**src/rtl/sll32_seq.sv**
```systemverilog
// sll32_seq: multi-cycle 32-bit logical shift-left unit.
// A start request in IDLE latches A and B[4:0]. The operand is then shifted left by up to
// STEP bits per cycle, zero-filling from the LSB. A one-cycle done pulse marks the result.
// res only changes when the result is loaded on entry to DONE, so it stays stable for the consumer.
// Optional feature: define SLL32_OVF_EN to add the sticky overflow output ovf.
module sll32_seq #(
  parameter int STEP = 1
) (
  input  logic        clk,
  input  logic        rst_n,
  input  logic [31:0] A,
  input  logic [31:0] B,
  input  logic        start,
  output logic        busy,
  output logic        done,
  output logic [31:0] res
`ifdef SLL32_OVF_EN
  ,
  output logic        ovf
`endif
);

  localparam logic [1:0] S_IDLE  = 2'd0;
  localparam logic [1:0] S_SHIFT = 2'd1;
  localparam logic [1:0] S_DONE  = 2'd2;

  // STEP is restricted to 1..32, so it always fits in six bits.
  localparam logic [5:0] STEP_AMT = 6'(STEP);

  logic [1:0]  state;
  logic [31:0] acc;
  logic [4:0]  rem;
  logic [5:0]  step_k;
  logic [4:0]  rem_next;
  logic [31:0] shifted;
  logic        unused_b;

  // Only the low five bits of B form the shift amount.
  assign unused_b = ^B[31:5];

  // Shift by a full STEP, or by whatever is left when the remaining amount is smaller.
  always_comb begin
    step_k   = ({1'b0, rem} >= STEP_AMT) ? STEP_AMT : {1'b0, rem};
    rem_next = rem - step_k[4:0];
  end

`ifdef SLL32_OVF_EN
  logic [63:0] wide;
  logic        lost;

  // The upper half of the widened shift holds the bits pushed out past bit 31.
  always_comb begin
    wide    = {32'b0, acc} << step_k;
    shifted = wide[31:0];
    lost    = |wide[63:32];
  end
`else
  // Shift the accumulator by this cycle's step.
  always_comb begin
    shifted = acc << step_k;
  end
`endif

  // Control FSM together with the datapath registers and the registered busy/done outputs.
  always_ff @(posedge clk or negedge rst_n) begin
    if (!rst_n) begin
      state <= S_IDLE;
      acc   <= 32'd0;
      rem   <= 5'd0;
      res   <= 32'd0;
      busy  <= 1'b0;
      done  <= 1'b0;
`ifdef SLL32_OVF_EN
      ovf   <= 1'b0;
`endif
    end else begin
      case (state)
        S_IDLE: begin
          if (start) begin
            acc  <= A;
            rem  <= B[4:0];
            busy <= 1'b1;
`ifdef SLL32_OVF_EN
            ovf  <= 1'b0;
`endif
            if (B[4:0] == 5'd0) begin
              state <= S_DONE;
              res   <= A;
              done  <= 1'b1;
            end else begin
              state <= S_SHIFT;
            end
          end
        end
        S_SHIFT: begin
          acc <= shifted;
          rem <= rem_next;
`ifdef SLL32_OVF_EN
          ovf <= ovf | lost;
`endif
          if (rem_next == 5'd0) begin
            state <= S_DONE;
            res   <= shifted;
            done  <= 1'b1;
          end
        end
        S_DONE: begin
          state <= S_IDLE;
          busy  <= 1'b0;
          done  <= 1'b0;
        end
        default: begin
          state <= S_IDLE;
          busy  <= 1'b0;
          done  <= 1'b0;
        end
      endcase
    end
  end

endmodule

```
**config.mk**
```make
export PLATFORM = sky130hd
export DESIGN_NAME = sll32_seq
export DESIGN_NICKNAME = d
export VERILOG_FILES = /design/src/rtl/sll32_seq.sv
export SDC_FILE = /design/constraint.sdc
export NUM_CORES = 1
export LEC_CHECK = 0
export ABC_CLOCK_PERIOD_IN_PS = 6900
export CORE_UTILIZATION = 45
export CTS_CLUSTER_DIAMETER = 120
export CTS_CLUSTER_SIZE = 8
export DETAILED_ROUTE_END_ITERATION = 7
export PLACE_DENSITY = 0.76
export SYNTH_ARGS = -nofsm -noshare
export SYNTH_HDL_FRONTEND = slang
export SYNTH_SLANG_ARGS = --single-unit
export TNS_END_PERCENT = 50
```
**constraint.sdc**
```tcl
create_clock -name clk -period 6.9 [get_ports clk]
set_input_delay 2.07 -clock clk [delete_from_list [all_inputs] [get_ports clk]]
set_output_delay 2.07 -clock clk [all_outputs]
set_load 0.05 [all_outputs]
```
==> key figures <==
Run status
  – Status: finished clean

Timing
  – Max Slew Vio Count: 0
  – Fmax: 264.9 MHz
  – RSZ-0062 raised after global routing: no
  – Final setup fails: 0
  – Final min period: 3.775 ns
  – Relative slew margins: 29.13%
  – Setup TNS: 0 ns
  – Worst Tran Pin Value: 1.061 ns
  – Final Skew: 0.008335 ns
  – Final hold violations: 0
  – Final worst-path cycle share: 54.72%

Global routing
  – GRT overflow: 0
  – Number of global-route vias before repair: 3030
  – Largest net degree at the start of global routing: 74
  – Total GRT Usage: 21.54%
  – Initial antenna violation count: 0
  – First-pass GRT wire length: 14440 µm

Detailed routing
  – Final antenna-violating net count: 0
  – Routed WL per cell: 16.26 µm
  – DRT Wirelength: 8311 µm
  – Vias: 2893
  – DR iter-0 viols: 177
  – Vias/cell: 5.661
  – # DRC: 0
  – 1st-pass router iterations: 4

CTS
  – H-tree depth: 3
  – Total CTS buffers: 9
  – CTS max path bufs: 2
  – PostCTS Resize Cnt: 0
  – Post-CTS Setup Inserts: 0
  – Clk pin slew, worst setup/hold paths: 0.08 ns
  – CTS tree: built
  – Sink Count: 73
  – Clk_lat worst skew: 0.34 ns
  – Clock root cell: clkbuf_8
  – CTS Hold Bufs: 0

Placed design
  – GPL Wtd Cong: 0.8009
  – HPWL Detailed: 5186 µm
  – Placed inst area: 4418 µm²
  – Placed cell count: 496
  – Port Buffer Count: 73

Die
  – I/O pin count: 101
  – Die height: 92.01 µm
  – Cell Rows: 32
  – Initial Util: 46.94%
  – Die area: 8466 µm²
  – Width of the chip: 92.01 µm
  – Core Region: 7767 µm²

Synth
  – Post-synth EDFFs: 0
  – Synthesis-stage register bit count: 73
  – Synth Warn #: 0
  – Async SR Flop Fraction: 100.0%
  – Cells after Synth: 346
  – Syn_area_per_cell: 10.54 µm²
  – Distinct cells, synth: 33
  – Syn Nets: 414
  – Main synth FF type: dfrtp_1
  – Synthesized area: 3646 µm²
  – Sequential area share after synthesis: 50.10%

Critical path
  – CP Max Fanout: 39
  – Crit path capture type: flop
  – Crit Path Class: input pin to flop
  – Arr. time, crit path: 4.01 ns
  – Req. time, crit path: 7.13 ns
  – Crit start category: input pin

Final layout
  – Nets@finish: 473
  – Area growth, synth to finish: 26.01%
  – Most common cell after layout, fill and taps aside: dfrtp_1
  – # diodes: 0
  – Commonest cells after routing, fill and taps aside: dfrtp_1, clkdlybuf4s50_1, mux2_2
  – Ratio of cells with drive above 1 in the final layout: 19.32%
  – Finished Layout Cells: 511
  – Design area: 4594 µm²

Worst hold path
  – Worst Hold Class: flop to flop

Pwr
  – Pleak: 1.768 nW
  – Power per Cell Area: 570.9 nW/µm²
  – VDD IR max: 0.2460 mV

Run
  – Number of max-cap violations: 0
stage by stage:
stage                     power (mW)  hold WS [ns]  setup slack [ns]  util (%)
after floorplan                1.901        0.4805             3.525         -
after CTS                      2.641        0.5001             3.111     59.15
after global placement         2.275        0.4741             2.767     56.88
final                          2.623        0.4916             3.125     59.15
after detailed placement       2.320        0.4751             2.726     56.88
after global routing           2.812        0.5153             2.950     59.15
logic make-up (layout without fill, tap and decap cells):
| family | count (synthesis) | count (layout) | synth area share (%) |
|---|---|---|---|
| adder cells (fa/ha/maj) | 1 | 1 | 0.3431 |
| buffers and inverters | 32 | 95 | 4.015 |
| flip-flops | 73 | 73 | 50.10 |
| AO/OA/AOI/OAI | 115 | 115 | 18.26 |
| multiplexers | 63 | 63 | 19.46 |
| AND/OR/NAND/NOR | 62 | 62 | 7.824 |
layer usage:
| layer | track usage, % | share of wire [%] | vias up |
|---|---|---|---|
| li1 | - | - | 1383 |
| met1 | 29.05 | 46 | 1428 |
| met2 | 35.45 | 48 | 74 |
| met3 | 2.985 | 4.7 | 8 |
| met4 | 7.813 | 1.1 | 0 |
| met5 | 0 | 0 | - |
power breakdown:
group          switching (mW)  internal (mW)
registers               0.164          0.653
logic                   0.880          0.611
clock network           0.152          0.164
total                    1.20           1.43
state kept, by name, summed over array words and instances, names as in the netlist:
signal / cells
acc: 32
busy: 1
done: 1
rem: 5
res: 32
state: 2
area by class of cell:
type,count,area (µm²)
fill,701,3173
sequential,73,1827
multi-input combinational,241,1690
clock buffer,11,131.4
timing repair buffer,78,765.7
inverter,2,7.507
clock inverter,4,45.04
tap,102,127.6
synthesized netlist by cell type (2+ instances only):
library cell  instances  share of area [%]
or3_1                 2               0.34
dfrtp_1              73                 50
mux2_2               52                 16
nand3b_1              2               0.41
nand4_1               2               0.34
mux2_1               11                3.4
nor2_1               39                4.0
nand2b_1              2               0.34
a21oi_1              36                4.9
buf_2                 3               0.41
inv_1                 2               0.21
o21ai_0              34                4.7
buf_6                 3               0.93
nand2_1               6               0.62
nor3b_1               2               0.41
o22a_1                3               0.72
clkbuf_1             23                2.4
nor3_1                3               0.41
a31oi_1              34                5.8
worst max-delay path, stage by stage:
cell             delay (ns)
clkdlybuf4s50_1        0.54
nor2_1                 0.09
nor2_4                 0.81
o21ai_0                0.22
a32o_1                 0.26
path summary, 6_finish.rpt:
path / startpoint / endpoint / slack [ns] / cells past startpoint
max: start / acc[0] / 3.12 / 5
min: res[9] / res[9] / 0.49 / 1
max reg2reg: rem[3] / res[24] / 3.80 / 9
min reg2reg: res[9] / res[9] / 0.49 / 1
max in group asynchronous: rst_n / res[24] / 4.44 / 1
min in group asynchronous: rst_n / busy / 1.85 / 1
Note: power is estimated with default switching activity, not from simulation.
